[src/rtl/dma_pkg.sv]
// Shared types and defaults for the DMA copy master slice.
package dma_pkg;

  localparam int unsigned DMA_ADDR_W = 16;
  localparam int unsigned DMA_DATA_W = 16;
  localparam int unsigned DMA_BURST  = 4;

  function automatic int unsigned idx_width(input int unsigned depth);
    return (depth > 1) ? $clog2(depth) : 1;
  endfunction

  localparam int unsigned DMA_IDX_W = idx_width(DMA_BURST);

  typedef enum logic [2:0] {
    S_IDLE,
    S_RD,
    S_RD_GAP,
    S_WR,
    S_WR_GAP,
    S_FIN
  } dma_state_t;

endpackage

[src/rtl/dma_copy_master_buf.sv]
// Burst staging buffer: one synchronous write port, one asynchronous read port.
module dma_burst_buf
  import dma_pkg::*;
#(
  parameter int unsigned DATA_W = DMA_DATA_W,
  parameter int unsigned DEPTH  = DMA_BURST,
  parameter int unsigned IDX_W  = idx_width(DEPTH)
) (
  input  logic              clk,
  input  logic              we,
  input  logic [IDX_W-1:0]  widx,
  input  logic [DATA_W-1:0] wdata,
  input  logic [IDX_W-1:0]  ridx,
  output logic [DATA_W-1:0] rdata
);

  // Sized to the full index range so a depth of 1 never indexes out of bounds.
  logic [DATA_W-1:0] mem_q [2**IDX_W];

  always_ff @(posedge clk) begin
    if (we) mem_q[widx] <= wdata;
  end

  assign rdata = mem_q[ridx];

endmodule

[src/rtl/dma_copy_master.sv]
// Burst-wise memory-to-memory copy initiator driving a rd/wr request interface.
// Optional running checksum of written words: define DMA_CHECKSUM_EN.
module dma_copy_master
  import dma_pkg::*;
#(
  parameter int unsigned ADDR_W = DMA_ADDR_W,
  parameter int unsigned DATA_W = DMA_DATA_W,
  parameter int unsigned BURST  = DMA_BURST
) (
  input  logic              clk,
  input  logic              RST,
  input  logic              cmd_valid,
  output logic              cmd_ready,
  input  logic [ADDR_W-1:0] cmd_src,
  input  logic [ADDR_W-1:0] cmd_dst,
  input  logic [15:0]       cmd_len,
  output logic [ADDR_W-1:0] mem_addr,
  output logic [DATA_W-1:0] mem_wdata,
  output logic              mem_rd,
  output logic              mem_wr,
  input  logic [DATA_W-1:0] mem_rdata,
  input  logic              mem_done_rd,
  input  logic              mem_done_wr,
  output logic              busy,
  output logic              done
`ifdef DMA_CHECKSUM_EN
  ,
  output logic [DATA_W-1:0] checksum
`endif
);

  localparam int unsigned IDX_W = idx_width(BURST);
  localparam int unsigned CNT_W = IDX_W + 1;

  dma_state_t        state_q, state_d;
  logic [ADDR_W-1:0] src_q, src_d, dst_q, dst_d;
  logic [15:0]       rem_q, rem_d;
  logic [CNT_W-1:0]  idx_q, idx_d, bn_q, bn_d;
  logic              accept, start_burst, buf_we;
  logic [DATA_W-1:0] buf_rdata;

  logic              cmd_ready_q, busy_q, done_q, rd_q, wr_q;
  logic [ADDR_W-1:0] addr_q;
  logic [DATA_W-1:0] wdata_q;

  assign accept = cmd_ready_q && cmd_valid;

  dma_burst_buf #(
    .DATA_W (DATA_W),
    .DEPTH  (BURST),
    .IDX_W  (IDX_W)
  ) u_buf (
    .clk   (clk),
    .we    (buf_we),
    .widx  (idx_q[IDX_W-1:0]),
    .wdata (mem_rdata),
    .ridx  (idx_d[IDX_W-1:0]),
    .rdata (buf_rdata)
  );

  always_comb begin
    state_d     = state_q;
    src_d       = src_q;
    dst_d       = dst_q;
    rem_d       = rem_q;
    idx_d       = idx_q;
    bn_d        = bn_q;
    buf_we      = 1'b0;
    start_burst = 1'b0;
    case (state_q)
      S_IDLE: begin
        if (accept) begin
          src_d = cmd_src;
          dst_d = cmd_dst;
          rem_d = cmd_len;
          if (cmd_len == '0) begin
            state_d = S_FIN;
          end else begin
            state_d     = S_RD;
            start_burst = 1'b1;
          end
        end
      end
      S_RD: begin
        if (mem_done_rd) begin
          buf_we  = 1'b1;
          src_d   = src_q + 1'b1;
          idx_d   = idx_q + 1'b1;
          state_d = S_RD_GAP;
        end
      end
      S_RD_GAP: begin
        if (idx_q < bn_q) begin
          state_d = S_RD;
        end else begin
          state_d = S_WR;
          idx_d   = '0;
        end
      end
      S_WR: begin
        if (mem_done_wr) begin
          dst_d   = dst_q + 1'b1;
          idx_d   = idx_q + 1'b1;
          rem_d   = rem_q - 1'b1;
          state_d = S_WR_GAP;
        end
      end
      S_WR_GAP: begin
        if (idx_q < bn_q) begin
          state_d = S_WR;
        end else if (rem_q == '0) begin
          state_d = S_FIN;
        end else begin
          state_d     = S_RD;
          start_burst = 1'b1;
        end
      end
      S_FIN:   state_d = S_IDLE;
      default: state_d = S_IDLE;
    endcase
    if (start_burst) begin
      idx_d = '0;
      bn_d  = (32'(rem_d) >= BURST) ? CNT_W'(BURST) : CNT_W'(rem_d);
    end
  end

  // Request outputs are registered from the next state so a request is
  // visible in the first cycle its state is occupied; done trails FIN by one.
  always_ff @(posedge clk) begin
    if (RST) begin
      state_q     <= S_IDLE;
      src_q       <= '0;
      dst_q       <= '0;
      rem_q       <= '0;
      idx_q       <= '0;
      bn_q        <= '0;
      cmd_ready_q <= 1'b1;
      busy_q      <= 1'b0;
      done_q      <= 1'b0;
      rd_q        <= 1'b0;
      wr_q        <= 1'b0;
      addr_q      <= '0;
      wdata_q     <= '0;
    end else begin
      state_q     <= state_d;
      src_q       <= src_d;
      dst_q       <= dst_d;
      rem_q       <= rem_d;
      idx_q       <= idx_d;
      bn_q        <= bn_d;
      cmd_ready_q <= (state_d == S_IDLE);
      busy_q      <= (state_d != S_IDLE);
      done_q      <= (state_q == S_FIN);
      rd_q        <= (state_d == S_RD);
      wr_q        <= (state_d == S_WR);
      if (state_d == S_RD)      addr_q <= src_d;
      else if (state_d == S_WR) addr_q <= dst_d;
      if (state_d == S_WR)      wdata_q <= buf_rdata;
    end
  end

  assign cmd_ready = cmd_ready_q;
  assign busy      = busy_q;
  assign done      = done_q;
  assign mem_rd    = rd_q;
  assign mem_wr    = wr_q;
  assign mem_addr  = addr_q;
  assign mem_wdata = wdata_q;

`ifdef DMA_CHECKSUM_EN
  logic              wr_ack;
  logic [DATA_W-1:0] sum_q;

  assign wr_ack = (state_q == S_WR) && mem_done_wr;

  always_ff @(posedge clk) begin
    if (RST || accept) sum_q <= '0;
    else if (wr_ack)   sum_q <= sum_q + wdata_q;
  end

  assign checksum = sum_q;
`endif

endmodule

[config.mk]
export PLATFORM = sky130hd
export DESIGN_NAME = dma_copy_master
export DESIGN_NICKNAME = d
export VERILOG_FILES = /design/src/rtl/dma_pkg.sv /design/src/rtl/dma_copy_master_buf.sv /design/src/rtl/dma_copy_master.sv
export SDC_FILE = /design/constraint.sdc
export NUM_CORES = 1
export LEC_CHECK = 0
export ABC_AREA = 1
export BUFFER_PORTS_ARGS = -buffer_cell sky130_fd_sc_hd__buf_2
export CAP_MARGIN = 20
export CORE_MARGIN = 3
export CORE_UTILIZATION = 60
export DETAILED_ROUTE_END_ITERATION = 12
export PLACE_DENSITY = 0.82
export SYNTH_ARGS = -nofsm -noshare
export SYNTH_HDL_FRONTEND = slang
export SYNTH_SLANG_ARGS = --single-unit
[constraint.sdc]
create_clock -name clk -period 4 [get_ports clk]
set_clock_uncertainty 0.15 [all_clocks]
set_input_delay 0.4 -clock clk [delete_from_list [all_inputs] [get_ports clk]]
set_output_delay 0.4 -clock clk [all_outputs]
set_load 0.01 [all_outputs]
# == Word level (Yosys, flattened, before mapping) ==
# Memory sizes are Yosys's and may differ from the RTL's. A register that Yosys moved wholly into a read port is not among the register bits.
# Index checks and enable logic that the tools add are counted.
# totals
regBits,78
mem_bits_rw,64
inputBits,69
output_inout_bits,37
wordCells,74
mem_count,1
# mem_list
name,depth,word_bits,read_ports,rd_ports_with_merged_regs,write_ports,line,text
u_buf.mem_q,4,16,1,1,1,dma_copy_master_buf.sv:18,logic [DATA_W-1:0] mem_q [2**IDX_W];
# classes
addsub,4
n_lt_le_gt_ge,2
eq_ne,10
mux,34
n_reduce_logical,10
# ops
op,n
$mux 16,8
$pmux 16 s2,3
$add 16x1->16 const B,2
$logic_not 16->1,2
$mux 3,10
$ge 16x3->1 const B,1
$sub 16x1->16 const B,1
$pmux 3 s5,1
$eq 3x2->1 const B,3
$pmux 3 s3,1
$mux 1,8
$eq 3x1->1 const B,2
$eq 3x3->1 const B,2
$logic_not 3->1,2
$ne 2x2->1 const B,3
$reduce_bool 3->1,2
$mux 2,2
$reduce_and 4->1,1
$add 3x1->3 const B,1
$lt 3x3->1,1
$pmux 1 s2,1
$reduce_bool 2->1,1
$reduce_or 2->1,1
$logic_and 1x1->1,1

# == Longest topological paths before layout ==
# depth
depth_word,7
mapped_depth,16
depth_no_buf,16

# == By module ==
# From an unflattened synthesis, not the netlist that was laid out.
# unflattened
hier_cells,1075
hier_area_um2,7998.9
# modules_own_cells
mod,n_inst,cells_each,area_per_inst_um2
dma_copy_master,1,816,5240.0
dma_burst_buf,1,259,2758.9

# == Worst setup path before layout ==
# No wires, ideal clock.
# synth_path
kind,register -> register
startpoint,register state_q[0]
endpoint,memory u_buf.mem_q[0][0] (netlist bit) (enable)
setup_time_ns,0.389
arrival_time_ns,1.515
t_required_ns,3.461
path_slack_ns,1.947
path_stages_with_launch,5
path_buffers,0
synth_period_minus_slack_ns,2.053
path_cell_list,dfxtp_1 nand3_4 inv_2 nand2_2 nor2_1
# synth_between
elab_chain_len,4
# synth_rtl
item,line,text
"start, declared",dma_copy_master.sv:35,"dma_state_t state_q, state_d;"
"start signal, assigned",dma_copy_master.sv:145,state_q <= state_d;
$eq 3x1->1,dma_copy_master.sv:70,case (state_q)
$mux 1,dma_copy_master.sv:70,
$mux 1,dma_copy_master_buf.sv:21,if (we) mem_q[widx] <= wdata;
$mux 1 (implied by the code),dma_copy_master_buf.sv:21,
"end, declared",dma_copy_master_buf.sv:18,
# Every way passes these cells.

# == Final worst setup path ==
# layout_path
startpoint,register state_q[0]
endpoint,"register addr_q[1], in the netlist mem_addr[1]"
# layout_between
elab_chain_len,4
word_cells_on_any_way,16
classes_between,eq/ne (6); mux (8); reduce/logical (2)
# layout_rtl
item,line,text
"$eq 3x3->1, or another cell as far along",dma_copy_master.sv:70,
$pmux 3 s5 / $pmux 16 s2 (equally long branches),dma_copy_master.sv:70,
"$eq 3x1->1, or another cell as far along",dma_copy_master.sv:156,if (state_d == S_RD) addr_q <= src_d;
$mux 16 / $reduce_bool 2->1 (equally long branches),n/a,
"end signal, assigned",dma_copy_master.sv:156,
"end signal, assigned",dma_copy_master.sv:157,else if (state_d == S_WR) addr_q <= dst_d;
"end, declared",dma_copy_master.sv:43,logic [ADDR_W-1:0] addr_q;
# Parallel ways exist; a longest one is shown, timed or not. The select of a mux whose other input is x is not followed.
# A chain may end at the register's enable or synchronous reset.

==> metrics.txt <==
unrepaired setup endpoints after global routing=false; Reg-to-Reg Start=state_q[0]$_SDFF_PP0_; max incr delay on CP=0.50 ns; post-DP HPWL=around 13 mm; Yosys cell types=between 40 and 50; worst vdd ir=418 µV; worst path required time=approximately 4.2 ns; Synth top area share=0.238; vias in the first global route=around 6700; Reg-to-Reg End=mem_addr[1]$_SDFFE_PP0P_; crit path buf inv count=3; largest net degree at the start of global routing=between 40 and 50; crit path DAT=around 3.1 ns; CTS HTree Levels=4; Worst path top cell family by delay=simple AND/OR/NAND/NOR gates; worst-skew pair later-pin latency=between 0.4 and 0.5 ns; smallest hold slack=about 0.035 ns; Hold Path Sink=u_buf.mem_q[3][4]$_DFFE_PP_; CP Capture Type=flip-flop; syn_area_per_cell=between 7 and 8 µm²; Root Buffer=clkbuf_16; global route overflow=0; part of the power in combinational logic=0.226; PostCTS Resize Cnt=0; crit path max-delay cell type=nand2_1; worst-path fanout max=22; CTS tree=yes; P&R area growth vs syn=14.1%; register area share after synthesis=0.472; Syn Nets=1135; commonest non-fill, non-tap cells in the layout=316 x nand2_1, 144 x inv_1, 105 x buf_2, 100 x nand3_1, 94 x dfxtp_1; vias per cell=between 5 and 6; Post-synth EDFFs=64; worst rel slew slack=0.530; power per standard cell area=478 nW/µm²; first-pass GRT wire length=about 31 mm; IO Port Bufs=between 100 and 150; #FFs+latches synth=158; final net count=1231; Filler cells=1103; Final Hold Viols=0; Final Core Density=0.714; Least-Margin Pin Slew=between 0.7 and 0.8 ns; ant diodes=0; Die Height=122 µm; P_leak=~4.4 nW; Reg2Reg Depth=9; max cap viols=0; Synth Cell Area=8060 µm²; row count=a little over 40; Hold Path Class=in -> reg; Max Clk Rate=around 0.34 GHz; post-CTS setup buffer count=0; initial antenna violation count=1; Setup WS post-layout=approximately 1.1 ns; status=finished, final reports clean; R2R setup slack=approximately 1.1 ns; cts bufs inserted=17; worst setup path class=reg -> reg; DRC Markers=0; Starting DRT DRC Count=between 500 and 600; # setup viols final=0; Total GRT Usage=0.268; worst-case clock buffer depth=2; Fin Setup TNS=0 ns; area of the core=about 13000 µm²; routed len/inst=roughly 14 µm; Final ANT Viol Nets=0; switching power=1.41 mW; Hold Startpoint=mem_rdata[4]; Starting Density=0.626; layout cell share with drive strength beyond 1=0.163; CTS clk-pin slew, worst paths=0.06 ns; TritonRoute pass-1 iters=5; Yosys warning count=0; Synth Flop Type=dfxtp_1; Critical Path Source Type=flip-flop; Die W=between 100 and 150 µm; Synth Instances=around 1100; Placement Cell Area=around 8700 µm²; RD Place Congestion=around 0.89; Ports=106; die area=~15000 µm²; power share of the sequential group=0.434; async set-reset flop share out of synthesis=0; clock share of power=0.340; period utilization=0.737; Final Cell Area=between 9000 and 10000 µm²; worst hold path depth=1; CP Launch Point=state_q[0]$_SDFF_PP0_; via count=a little over 7000; Slew Limit Fails=0; Synth area leaders=edfxtp_1 24%, dfxtp_1 23%, nand2_1 15%, inv_1 6.7%, nand3_1 6.2%; commonest non-fill, non-tap cell in the layout=nand2_1; Int Power=2.99 mW; Post-Route WL=between 15 and 20 mm; dpl ws=1.11 ns; area leader, netlist=edfxtp_1; clk sinks=158; CP Cell Sequence=nand3_2, nor2_2, inv_1, nand3_1, buf_4, nand2_1, inv_1, nand2_1, o211ai_1; cts hold-fix bufs=0; minimum clock period=around 2.9 ns; switching share of power=0.321
==> per-stage QoR <==
step	power (mW)	instances
after floorplan	2.65	1057
after global placement	2.89	1306
after detailed placement	2.91	1306
after CTS	4.41	1338
after global routing	4.62	1338
final	4.40	1338
==> layer usage <==
| layer | GRT usage | wire, µm |
|---|---|---|
| met2 | 0.445 | 9260 |
| met4 | 0.0791 | 263 |
| met5 | 0 | 7 |
| met3 | 0.0627 | 1510 |
| met1 | 0.350 | 8260 |
==> cells by family (layout without fill, tap and decap cells) <==
| group | Yosys count | after routing | share of synthesized area |
|---|---|---|---|
| compound gates | 132 | 132 | 0.103 |
| xor+xnor | 3 | 3 | 0.00326 |
| fa+ha+maj | 9 | 9 | 0.0140 |
| buf+inv | 188 | 297 | 0.0984 |
| flops | 158 | 158 | 0.472 |
| simple gates | 567 | 567 | 0.309 |
==> layout make-up <==
cell class | instances | area, µm² | area share
sequential | 158 | 3800 | 0.414
multi-input combinational | 711 | 3470 | 0.377
timing repair buffer | 114 | 593 | 0.0645
inverter | 151 | 572 | 0.0622
clock buffer | 18 | 429 | 0.0467
tap | 172 | 215 | 0.0234
clock inverter | 14 | 118 | 0.0128
==> state kept, by name, indices dropped and copies added, names as in the netlist <==
| name | count |
|---|---|
| dst_q | 16 |
| mem_wdata | 16 |
| busy | 1 |
| idx_q | 3 |
| src_q | 16 |
| mem_rd | 1 |
| bn_q | 3 |
| cmd_ready | 1 |
| mem_wr | 1 |
| state_q | 3 |
| done | 1 |
| u_buf.mem_q | 64 |
| mem_addr | 16 |
| rem_q | 16 |
==> power by group through the flow <==
stage          clock network [mW]  logic (mW)  registers, mW
4_1_cts                      1.52       0.984           1.90
2_1_floorplan                   0       0.713           1.94
6_report                     1.50       0.993           1.91
3_5_place_dp                    0       0.973           1.94
5_1_grt                      1.59        1.11           1.92
3_3_place_gp                    0       0.956           1.93
==> synthesized netlist by cell type (5+ instances only) <==
master	n
nand3_2	11
dfxtp_1	94
a22oi_1	23
o221ai_1	5
nand2_2	10
buf_4	11
inv_1	144
ha_1	9
edfxtp_1	64
nand3b_1	18
nand2_1	316
a22oi_2	5
buf_2	9
nor2_1	83
nor2_2	10
o21ai_0	31
nor3_1	7
nand4_1	5
a21oi_1	46
clkbuf_1	11
nand3_1	100
inv_2	6
==> worst max path at each step <==
stage / endpoint / slack, ns / cells after the start
6_report: mem_addr[1]$_SDFFE_PP0P_ / 1.05 / 9
5_1_grt: mem_addr[1]$_SDFFE_PP0P_ / 0.75 / 9
4_1_cts: mem_addr[1]$_SDFFE_PP0P_ / 1.09 / 9
3_5_place_dp: mem_addr[1]$_SDFFE_PP0P_ / 1.11 / 9
3_3_place_gp: mem_wdata[14]$_SDFFE_PP0P_ / 1.21 / 12
2_1_floorplan: u_buf.mem_q[0][0]$_DFFE_PP_ / 1.95 / 4
Note: power is estimated with default switching activity, not from simulation.
